`src/rtl/txq_pkg.sv`:
```
// Shared definitions for the UART response queue: state encodings, entry layout
// and the error status codes the controller pushes as byte entries.
package txq_pkg;

   localparam int ENTRY_W = 33;

   localparam logic MODE_WORD = 1'b1;
   localparam logic MODE_BYTE = 1'b0;

   localparam logic [7:0] ERR_01 = 8'h01;
   localparam logic [7:0] ERR_02 = 8'h02;
   localparam logic [7:0] ERR_03 = 8'h03;

   // Externally visible state; S_START..S_STOP come from the frame serialiser.
   typedef enum logic [2:0] {
      S_IDLE   = 3'd0,
      S_LOAD   = 3'd1,
      S_START  = 3'd2,
      S_DATA   = 3'd3,
      S_PARITY = 3'd4,
      S_STOP   = 3'd5
   } txq_state_e;

   // Byte sequencer inside the queue; SEQ_SEND covers a whole frame in flight.
   typedef enum logic [1:0] {
      SEQ_IDLE = 2'd0,
      SEQ_LOAD = 2'd1,
      SEQ_SEND = 2'd2
   } seq_state_e;

endpackage

```
`src/rtl/uart_tx_frame.sv`:
```
// Serialises one byte as start, 8 data bits LSB first, optional even parity, stop.
// Parity bit present only when TX_QUEUE_PARITY_EN is defined (8E1), else 8N1.
module uart_tx_frame
   import txq_pkg::*;
#(
   parameter int CLKS_PER_BIT = 868
) (
   input  logic       clock_i,
   input  logic       reset_i,
   input  logic       start_i,
   input  logic [7:0] byte_i,
   output logic       serial_o,
   output logic       frame_done_o,
   output txq_state_e state_o
);

   localparam int TMR_W = (CLKS_PER_BIT > 1) ? $clog2(CLKS_PER_BIT) : 1;
   localparam logic [TMR_W-1:0] TMR_LAST = TMR_W'(CLKS_PER_BIT - 1);

   txq_state_e       state_q, state_d;
   logic [TMR_W-1:0] tmr_q, tmr_d;
   logic [2:0]       idx_q, idx_d;
   logic [7:0]       shreg_q, shreg_d;
   logic             ser_q, ser_d;
   logic             tick;
`ifdef TX_QUEUE_PARITY_EN
   logic             par_q, par_d;
`endif

   assign tick     = (tmr_q == TMR_LAST);
   assign serial_o = ser_q;
   assign state_o  = state_q;

   always_comb begin
      state_d      = state_q;
      tmr_d        = (state_q == S_IDLE || tick) ? '0 : tmr_q + TMR_W'(1);
      idx_d        = idx_q;
      shreg_d      = shreg_q;
      ser_d        = ser_q;
      frame_done_o = 1'b0;
`ifdef TX_QUEUE_PARITY_EN
      par_d        = par_q;
`endif
      case (state_q)
         S_IDLE: begin
            ser_d = 1'b1;
            if (start_i) begin
               state_d = S_START;
               shreg_d = byte_i;
               ser_d   = 1'b0;
`ifdef TX_QUEUE_PARITY_EN
               par_d   = ^byte_i;
`endif
            end
         end
         S_START: begin
            if (tick) begin
               state_d = S_DATA;
               idx_d   = 3'd0;
               ser_d   = shreg_q[0];
            end
         end
         S_DATA: begin
            // The index wraps 7 -> 0 on the final data bit.
            if (tick) begin
               idx_d = idx_q + 3'd1;
               if (idx_q == 3'd7) begin
`ifdef TX_QUEUE_PARITY_EN
                  state_d = S_PARITY;
                  ser_d   = par_q;
`else
                  state_d = S_STOP;
                  ser_d   = 1'b1;
`endif
               end else begin
                  shreg_d = {1'b0, shreg_q[7:1]};
                  ser_d   = shreg_q[1];
               end
            end
         end
`ifdef TX_QUEUE_PARITY_EN
         S_PARITY: begin
            if (tick) begin
               state_d = S_STOP;
               ser_d   = 1'b1;
            end
         end
`endif
         S_STOP: begin
            if (tick) begin
               state_d      = S_IDLE;
               frame_done_o = 1'b1;
            end
         end
         default: begin
            state_d = S_IDLE;
            ser_d   = 1'b1;
         end
      endcase
   end

   always_ff @(posedge clock_i or posedge reset_i) begin
      if (reset_i) begin
         state_q <= S_IDLE;
         tmr_q   <= '0;
         idx_q   <= '0;
         shreg_q <= '0;
         ser_q   <= 1'b1;
`ifdef TX_QUEUE_PARITY_EN
         par_q   <= 1'b0;
`endif
      end else begin
         state_q <= state_d;
         tmr_q   <= tmr_d;
         idx_q   <= idx_d;
         shreg_q <= shreg_d;
         ser_q   <= ser_d;
`ifdef TX_QUEUE_PARITY_EN
         par_q   <= par_d;
`endif
      end
   end

endmodule

```
`src/rtl/tx_response_queue.sv`:
```
// Response FIFO in front of the UART TX line; words go out MSB byte first.
// Build option TX_QUEUE_PARITY_EN adds an even-parity bit to every frame.
module tx_response_queue
   import txq_pkg::*;
#(
   parameter int CLKS_PER_BIT = 868,
   parameter int FIFO_DEPTH   = 4,
   parameter int PTR_W        = 2
) (
   input  logic        clock,
   input  logic        reset,
   input  logic        i_valid,
   input  logic        i_mode_select,
   input  logic [31:0] i_word,
   input  logic [7:0]  i_byte,
   output logic        o_ready,
   output logic        o_serial,
   output logic        o_busy,
   output logic        o_done,
   output logic        o_overflow,
   output txq_state_e  o_dbg_state
);

   // Handshake: an entry is taken on a clock edge where i_valid && o_ready.
   // o_ready depends only on registered FIFO pointers, so a pop in the same
   // cycle never makes room for that cycle's push; i_valid while full drops
   // the entry and pulses o_overflow.

   logic [ENTRY_W-1:0] mem_q [FIFO_DEPTH];
   logic [PTR_W:0]     wr_ptr_q, rd_ptr_q;
   logic               full, empty, push, pop;
   logic [ENTRY_W-1:0] head, wr_entry;

   seq_state_e         seq_q, seq_d;
   logic [31:0]        shift_q, shift_d;
   logic [2:0]         cnt_q, cnt_d;
   logic               done_q, ovf_q;
   logic               frame_start, frame_done;
   txq_state_e         frame_state;

   assign empty    = (wr_ptr_q == rd_ptr_q);
   assign full     = (wr_ptr_q[PTR_W] != rd_ptr_q[PTR_W]) &&
                     (wr_ptr_q[PTR_W-1:0] == rd_ptr_q[PTR_W-1:0]);
   assign push     = i_valid && !full;
   assign pop      = (seq_q == SEQ_IDLE) && !empty;
   assign head     = mem_q[rd_ptr_q[PTR_W-1:0]];
   assign wr_entry = {i_mode_select, (i_mode_select == MODE_WORD) ? i_word : {24'h0, i_byte}};

   assign o_ready    = !full;
   assign o_busy     = !empty || (seq_q != SEQ_IDLE);
   assign o_done     = done_q;
   assign o_overflow = ovf_q;

   always_ff @(posedge clock or posedge reset) begin
      if (reset) begin
         wr_ptr_q <= '0;
         rd_ptr_q <= '0;
         for (int i = 0; i < FIFO_DEPTH; i++) begin
            mem_q[i] <= '0;
         end
      end else begin
         if (push) begin
            mem_q[wr_ptr_q[PTR_W-1:0]] <= wr_entry;
            wr_ptr_q <= wr_ptr_q + 1'b1;
         end
         if (pop) begin
            rd_ptr_q <= rd_ptr_q + 1'b1;
         end
      end
   end

   // Byte entries are left-aligned so every byte is taken from shift_q[31:24].
   always_comb begin
      seq_d       = seq_q;
      shift_d     = shift_q;
      cnt_d       = cnt_q;
      frame_start = 1'b0;
      case (seq_q)
         SEQ_IDLE: begin
            if (!empty) begin
               seq_d = SEQ_LOAD;
               if (head[ENTRY_W-1] == MODE_WORD) begin
                  shift_d = head[31:0];
                  cnt_d   = 3'd4;
               end else begin
                  shift_d = {head[7:0], 24'h0};
                  cnt_d   = 3'd1;
               end
            end
         end
         SEQ_LOAD: begin
            frame_start = 1'b1;
            seq_d       = SEQ_SEND;
            shift_d     = {shift_q[23:0], 8'h0};
            cnt_d       = cnt_q - 3'd1;
         end
         SEQ_SEND: begin
            if (frame_done) begin
               seq_d = (cnt_q != 3'd0) ? SEQ_LOAD : SEQ_IDLE;
            end
         end
         default: seq_d = SEQ_IDLE;
      endcase
   end

   always_ff @(posedge clock or posedge reset) begin
      if (reset) begin
         seq_q   <= SEQ_IDLE;
         shift_q <= '0;
         cnt_q   <= '0;
         done_q  <= 1'b0;
         ovf_q   <= 1'b0;
      end else begin
         seq_q   <= seq_d;
         shift_q <= shift_d;
         cnt_q   <= cnt_d;
         done_q  <= (seq_q == SEQ_SEND) && frame_done && (cnt_q == 3'd0);
         ovf_q   <= i_valid && full;
      end
   end

   always_comb begin
      case (seq_q)
         SEQ_LOAD: o_dbg_state = S_LOAD;
         SEQ_SEND: o_dbg_state = frame_state;
         default:  o_dbg_state = S_IDLE;
      endcase
   end

   uart_tx_frame #(
      .CLKS_PER_BIT (CLKS_PER_BIT)
   ) u_frame (
      .clock_i      (clock),
      .reset_i      (reset),
      .start_i      (frame_start),
      .byte_i       (shift_q[31:24]),
      .serial_o     (o_serial),
      .frame_done_o (frame_done),
      .state_o      (frame_state)
   );

endmodule

```
`config.mk`:
```
export PLATFORM = sky130hd
export DESIGN_NAME = tx_response_queue
export DESIGN_NICKNAME = d
export VERILOG_FILES = /design/src/rtl/txq_pkg.sv /design/src/rtl/uart_tx_frame.sv /design/src/rtl/tx_response_queue.sv
export SDC_FILE = /design/constraint.sdc
export NUM_CORES = 1
export LEC_CHECK = 0
export BUFFER_PORTS_ARGS = -buffer_cell sky130_fd_sc_hd__buf_4
export CAP_MARGIN = 0
export CORE_AREA = 5 5 135 137
export DETAILED_ROUTE_END_ITERATION = 8
export DIE_AREA = 0 0 140 142
export PLACE_DENSITY = 0.82
export SYNTH_ARGS = -nofsm -noshare
export SYNTH_HDL_FRONTEND = slang
export SYNTH_SLANG_ARGS = --single-unit
export TNS_END_PERCENT = 100
```
`constraint.sdc`:
```
create_clock -name clock -period 10.1 [get_ports clock]
set_input_delay 1.515 -clock clock [delete_from_list [all_inputs] [get_ports clock]]
set_output_delay 1.515 -clock clock [all_outputs]
set_load 0.1 [all_outputs]
```
# Word-level counts from Yosys, hierarchy flattened

Index checks and enable logic that the tools add are counted.
Widths: inputs -> output; s select.

Flip-flop bits (word level): 202
Input bits: 44
Output and inout bits: 8
Word-level logic and storage cells: 109

Add/sub/neg operators: 5
$lt $le $gt $ge: 3
Equality and inequality tests: 18
Muxes and demuxes: 39
Bitwise logic cells: 3
Reductions and logical operators: 25

Operators by type and width:

| kind                  | count |
|---|---|
| $bwmux 132            | 1 |
| $mux 33               | 3 |
| $mux 32               | 3 |
| $bmux 33 s2           | 1 |
| $demux 33 s2          | 1 |
| $pmux 32 s2           | 1 |
| $mux 3                | 8 |
| $mux 8                | 3 |
| $pmux 3 s2            | 3 |
| $pmux 8 s2            | 1 |
| $pmux 3 s4            | 1 |
| $add 10x1->10 const B | 1 |
| $eq 10x10->1 const B  | 1 |
| $mux 10               | 1 |
| $add 3x1->3 const B   | 3 |
| $mux 1                | 8 |
| $ne 2x1->1 const B    | 4 |
| $ne 2x2->1 const B    | 4 |
| $reduce_bool 2->1     | 4 |
| $logic_and 1x1->1     | 7 |
| $eq 3x2->1 const B    | 2 |
| $eq 3x3->1 const B    | 2 |
| $ge 3x3->1 const B    | 2 |
| $logic_not 3->1       | 2 |
| other kinds (20)      | 26 |

# Longest topological paths before layout

Gate-level depths: netlist of run 1.

Depth in word-level cells: 7
Mapped depth: 9
Mapped depth without buffers: 7

# By module

From an unflattened synthesis of run 1, not the netlist that was laid out.

Cell total of the unflattened synthesis: 876
Area, all modules: 9,335.2 µm²

By module, submodules not included:

| module            | instances | cells an instance | area each (µm²) | seq. area each (µm²) |
|---|---|---|---|---|
| tx_response_queue | 1         | 752               | 8,047.7         | 4,429.2 |
| uart_tx_frame     | 1         | 124               | 1,287.5         | 626.9 |

# Worst setup path after synthesis of run 1

OpenSTA, ideal clock, no wires.

Path type: register -> output
Start point: reg seq_q[1]
End point: out o_dbg_state[0]
Data arrival time: 2.908 ns
Required time: 8.585 ns
Slack: 5.677 ns
Cell stages (with the launch flop): 8
Path through: dfrtp_1 > inv_1 > ha_1 > clkbuf_1 > clkbuf_1 > buf_1 > a21oi_1 > nor2b_1

Cells in the longest elaborated chain, start to end: 2
Elaborated cells on any way between the ends: 3
Those cells by class: eq/ne (2); mux (1)

RTL lines:

| element                                  | RTL line                 | text |
|---|---|---|
| from (decl)                              | tx_response_queue.sv:34  | `seq_state_e seq_q, seq_d;` |
| from (signal assigned)                   | tx_response_queue.sv:114 | `seq_q <= seq_d;` |
| $eq 2x2->1 or $eq 2x1->1 (tied branches) | tx_response_queue.sv:123 | `case (seq_q)` |
| $pmux 3 s2 *                             | tx_response_queue.sv:123 |  |
| to (decl)                                | tx_response_queue.sv:21  | `output txq_state_e o_dbg_state` |

Mark *: on every way between the ends. The rest lies on a longest branch, timed or not.

# Worst setup path after layout of run 1

Start point: reg rd_ptr_q[0]
End point: out o_ready

Cells in the longest elaborated chain, start to end: 3

RTL lines:

| element                | RTL line                | text |
|---|---|---|
| from (decl)            | tx_response_queue.sv:30 | `logic [PTR_W:0] wr_ptr_q, rd_ptr_q;` |
| from (signal assigned) | tx_response_queue.sv:67 | `rd_ptr_q <= rd_ptr_q + 1'b1;` |
| $eq 2x2->1             | tx_response_queue.sv:43 | `(wr_ptr_q[PTR_W-1:0] == rd_ptr_q[PTR_W-1:0]);` |
| $logic_and 1x1->1      | tx_response_queue.sv:42 | `assign full = (wr_ptr_q[PTR_W] != rd_ptr_q[PTR_W]) &&` |
| $logic_not 1->1        | tx_response_queue.sv:49 | `assign o_ready = !full;` |
| to (decl)              | tx_response_queue.sv:16 | `output logic o_ready,` |

No other way between the ends.

==> results.py, run 1 <==
metrics = {
    "status": {
        "status": "finished, final reports clean",
    },
    "route": {
        "wire_per_inst_um": 16.5,
        "final_antenna_net_count": 0,
        "wirelength_mm": 18.5,
        "vias": 6223,
        "viasPerCell": 5.57,
        "drtIter0Drc": 400,
        "drc": 0,
        "drt-pass1-iter-count": 4,
    },
    "synthesis": {
        "netlist_instances": 860,
        "syn_nets": 918,
        "synth-edff-count": 0,
        "yosysSeqAreaShare_pct": 55.3,
        "synth_top_area_share_pct": 55.0,
        "synth_cell_types": 46,
        "synth_ff_type": "dfrtp_1",
        "synth_top_cell_by_area": "dfrtp_1",
        "synthArstFlopShare_pct": 100,
        "synth_area_leaders": "dfrtp_1 (55%), o21ai_0 (8.7%), nand2_1 (8.0%)",
        "synth.avg_cell_area_um2": 10.6,
        "ys_warn_count": 0,
        "synth-seq-cells": 202,
        "synth_area_um2": 9140,
    },
    "die": {
        "die_w_um": 140,
        "die_h_um": 142,
        "pin_count": 52,
        "core_area_um2": 16900,
        "rows": 48,
        "start_util_pct": 54.0,
        "die-area_um2": 19900,
    },
    "final_layout": {
        "diodes": 0,
        "layout_common_cells": "dfrtp_1 (200), nand2_1 (191), o21ai_0 (159)",
        "nets": 937,
        "area_growth_pct": 13.0,
        "stdcell_count": 1118,
        "drive_gt1_share_pct": 17.4,
        "layout_commonest_cell": "dfrtp_1",
    },
    "setup_path": {
        "crit_path_start_kind": "register",
        "crit_fanout": 36,
        "cp.required_ns": 8.59,
        "r2r-start": "rd_ptr_q[0]$_DFFE_PP0P_",
        "end_kind": "output port",
        "crit_arrival_ns": 2.29,
        "crit_type": "reg2out",
        "crit_path_start": "rd_ptr_q[0]$_DFFE_PP0P_",
    },
    "clock_tree": {
        "ctsHoldBuffers": 0,
        "clk_latency_ns": 0.52,
        "cts_root_buf": "clkbuf_16",
        "cts_max_level": 1,
        "ctsResizeCount": 0,
        "clk_path_buf_depth": 3,
        "cts.clk_slew.worst_paths_ns": 0.06,
        "tritoncts": "yes",
        "cts_setup_buffers": 0,
        "cts_buffers": 22,
        "clock_sinks": 202,
    },
    "timing": {
        "fin_crit_ns": 3.80,
        "fin_crit_sh_pct": 37.7,
        "setup_tns_ns": 0,
        "slew_headroom_pct": 23.7,
        "rsz0062_at_grt": "no",
        "finalSetupViolCount": 0,
        "hold_viol_final": 0,
        "max_freq_mhz": 263,
        "worst_slew_pin_slew_ns": 1.14,
        "drv_slew": 0,
        "fin_skew_ns": 0.0169,
    },
    "place": {
        "dp_hpwl_mm": 11.3,
        "place_congestion": 0.760,
        "place_inst": 1080,
        "port-buffer-count": 51,
    },
    "pwr": {
        "vdd_drop_max_v": 0.000276,
        "p_total_w": 0.00341,
        "p_leak_nw": 4.71,
        "pwr_density_cell_nw_per_um2": 330,
    },
    "global_routing": {
        "grt_pass1_wl_mm": 31.3,
        "grt_pass1_vias": 6182,
        "grt.total_usage_pct": 18.9,
        "antenna_found_initial": 0,
        "grt_max_degree": 119,
        "gr-total-overflow": 0,
    },
    "job": {
        "cap_viol_max_count": 0,
    },
    "hold_path": {
        "hold_path.startpoint": "mem_q[67]$_DFFE_PP0P_",
        "hp-class": "reg2reg",
    },
}
[cell usage after synthesis (12+ instances only)]
cell	instances
o21ai_0	159
nor3b_1	17
mux2i_1	25
clkbuf_1	35
dfrtp_1	201
nor2_1	28
mux2_2	14
a21oi_1	29
nand2_1	195
ha_1	14
buf_2	19
mux4_2	32
inv_1	18
xnor2_1	12
[layer usage]
metal  GRT usage [%]  wire [um]  up-vias
li1                -          -     2987
met1            25.8       8080     3063
met2            33.0       9290      145
met3            2.69        775       28
met4            4.03        348        0
met5               0          0        -
[kinds of logic after synthesis]
family	after synthesis	share of synthesized area (%)
mux	73	12.6
xor+xnor	16	1.53
fa+ha+maj	14	1.92
buf+inv	79	3.71
flops	202	55.3
simple gates	270	12.9
compound gates	206	12.0
[per-stage QoR]
step                      instance area (um2)  utilization [%]  setup WS [ns]  hold slack (ns)
after global routing                    10300             61.0           6.10            0.489
after floorplan                          9140                -           3.08            0.445
final                                   10300             61.0           6.30            0.473
after detailed placement                 9600             56.7           6.61            0.466
after global placement                   9600             56.7           6.68            0.456
after CTS                               10300             61.0           6.23            0.479
[where the power goes]
group	switching [W]	total, W	leakage, nW	internal (W)
Clock	0.000323	0.000789	0.356	0.000466
Combinational	0.000780	0.00131	1.74	0.000526
Sequential	0.000184	0.00132	2.62	0.00113
[final timing paths]
path,endpoint,slack [ns],cells past startpoint
setup / recovery,o_ready,6.30,5
hold / removal,mem_q[67]$_DFFE_PP0P_,0.47,2
setup reg to reg,mem_q[65]$_DFFE_PP0P_,7.04,5
hold reg to reg,mem_q[67]$_DFFE_PP0P_,0.47,2
max in group asynchronous,rd_ptr_q[2]$_DFFE_PP0P_,7.42,3
min in group asynchronous,mem_q[110]$_DFFE_PP0P_,1.16,2
[sequential cells by signal, indices dropped and copies added, names as in the netlist, 2 cells and up]
name             flops
shift_q             32
u_frame.tmr_q       10
u_frame.shreg_q      8
seq_q                2
u_frame.idx_q        3
mem_q              132
rd_ptr_q             3
u_frame.state_o      3
wr_ptr_q             3
cnt_q                3
[cell type report]
type,instances,area [um2]
inverters,18,75.1
flip-flops and latches,202,5060
clock inverters,8,96.3
fillers,1388,6610
well taps,225,282
clock buffers,30,631
repair buffers,56,420
multi-input cells,579,3760
[critical path, stage by stage, from the launching register on]
cell     delay, ns
dfrtp_2       0.34
buf_4         0.58
xnor2_1       0.25
and2_1        0.22
nand2_1       0.09
buf_4         0.30
Note: power is estimated with default switching activity, not from simulation.
==> run 2: changes to the inputs <==
Settings changed: PLACE_DENSITY 0.82 to 0.85.
Clock period 10.1 ns to 3.1 ns, I/O delays scaled along.
==> results.py, run 2 (synthesis results as in run 1) <==
metrics = {
    "status": {
        "status": "finished, final reports clean",
    },
    "global_routing": {
        "grt_pass1_vias": 6698,
        "antenna_found_initial": 0,
        "grt.total_usage_pct": 20.8,
        "grt_max_degree": 62,
        "gr-total-overflow": 0,
        "grt_pass1_wl_mm": 33.9,
    },
    "setup_path": {
        "cp.depth": 6,
        "crit_type": "reg2reg",
        "crit_fanout": 16,
        "worstReg2RegEnd": "shift_q[27]$_DFFE_PP0P_",
        "crit_path_start_kind": "register",
        "r2r_setup_slack_ns": 0.57,
        "cp.required_ns": 3.45,
        "crit_path_start": "rd_ptr_q[0]$_DFFE_PP0P_",
        "cp_common_cell": "buf_4",
        "r2r-start": "rd_ptr_q[0]$_DFFE_PP0P_",
        "end_kind": "register",
        "crit_arrival_ns": 2.88,
        "path_buf_inv": 2,
        "crit_chain": "buf_4 -> buf_4 -> mux4_2 -> mux2_2 -> mux2i_1 -> o21ai_0",
        "cpPeakStageDelay_ns": 0.54,
        "slowest_stage": "mux4_2",
        "critPathTopFamily": "multiplexers",
        "rr_worst_depth": 6,
    },
    "place": {
        "place_inst": 1093,
        "place_ws_ns": 0.590,
        "dp_hpwl_mm": 12.8,
        "place_area_um2": 9770,
        "place_congestion": 0.791,
        "port-buffer-count": 51,
    },
    "clock_tree": {
        "ctsResizeCount": 0,
        "ctsHoldBuffers": 0,
        "cts_buffers": 22,
        "cts_setup_buffers": 0,
        "cts_root_buf": "clkbuf_16",
        "cts.clk_slew.worst_paths_ns": 0.06,
        "clk_latency_ns": 0.51,
        "clk_path_buf_depth": 3,
        "clock_sinks": 202,
        "cts_max_level": 1,
        "tritoncts": "yes",
    },
    "final_layout": {
        "regMostFlops": "mem_q",
        "layout_common_cells": "dfrtp_1 (200), nand2_1 (191), o21ai_0 (159)",
        "largest_register_ffs": 132,
        "finish.utilization_pct": 62.1,
        "diodes": 0,
        "seqCellArea_um2": 5060,
        "stdcell_count": 1130,
        "top_regs": "mem_q (132), shift_q (32), u_frame.tmr_q (10)",
        "multi_input_area_um2": 3770,
        "fill_cells": 1290,
        "layout_commonest_cell": "dfrtp_1",
        "area_growth_pct": 15.0,
        "drive_gt1_share_pct": 18.5,
        "finish.instance_area_um2": 10500,
        "nets": 950,
    },
    "timing": {
        "setup_tns_ns": 0,
        "drv_slew": 0,
        "hold_viol_final": 0,
        "rsz0062_at_grt": "no",
        "slew_headroom_pct": 47.3,
        "finalSetupViolCount": 0,
        "worst_slack_ns": 0.572,
        "fin_skew_ns": 0.0161,
        "max_freq_mhz": 396,
        "worst_slew_pin_slew_ns": 0.788,
        "fin_crit_ns": 2.53,
        "fin_crit_sh_pct": 81.6,
    },
    "hold_path": {
        "hp-class": "in2async",
    },
    "pwr": {
        "vdd_drop_max_v": 0.000609,
        "p_leak_nw": 4.80,
        "pwr_density_cell_nw_per_um2": 1080,
    },
    "route": {
        "drt-pass1-iter-count": 5,
        "drtIter0Drc": 522,
        "final_antenna_net_count": 0,
        "vias": 6452,
        "drc": 0,
        "wire_per_inst_um": 17.6,
        "viasPerCell": 5.71,
        "wirelength_mm": 19.9,
    },
    "die": {
        "pin_count": 52,
        "die_w_um": 140,
        "core_area_um2": 16900,
        "start_util_pct": 54.0,
        "die_h_um": 142,
        "die-area_um2": 19900,
        "rows": 48,
    },
    "job": {
        "cap_viol_max_count": 0,
    },
}
-- run 2: changes by cell type in the layout (fill, tap and decap cells not counted), moves of 2 or more --
cell,before,now
buf_12,0,6
buf_4,56,63
bufinv_16,1,3
clkbuf_8,5,3
-- run 2: worst max-delay path by stage --
| stage | endpoint | slack [ns] |
|---|---|---|
| after global routing | shift_q[24]$_DFFE_PP0P_ | 0.44 |
| after detailed placement | shift_q[24]$_DFFE_PP0P_ | 0.59 |
| final | shift_q[27]$_DFFE_PP0P_ | 0.57 |
| after CTS | shift_q[27]$_DFFE_PP0P_ | 0.52 |
| after global placement | shift_q[24]$_DFFE_PP0P_ | 0.68 |
| after floorplan | cnt_q[0]$_DFFE_PP0P_ | 0.02 |
-- run 2: final cells by class --
class	count	area share [%]
clock buffers	30	6.01
clock inverters	7	1.07
inverters	18	0.678
multi-input cells	579	35.8
flip-flops and latches	202	48.1
well taps	225	2.68
repair buffers	69	5.64
-- run 2: metal layers --
layer	vias to the layer above	track usage [%]	routed length, um
li1	3022	-	-
met4	0	7.60	521
met1	3234	27.9	8420
met3	41	2.89	1010
met5	-	0	0
met2	155	35.1	9920
-- run 2: per-stage QoR --
stage / hold slack (ns) / power (W)
after floorplan: 0.445 / 0.00756
after global placement: 0.456 / 0.00840
after detailed placement: 0.466 / 0.00866
after CTS: 0.118 / 0.0114
after global routing: 0.153 / 0.0122
final: 0.107 / 0.0114
-- run 2: where the power goes --
part	internal, W	switching (W)	leakage (nW)
logic	0.00180	0.00253	1.82
registers	0.00369	0.000665	2.62
clock network	0.00167	0.00104	0.364
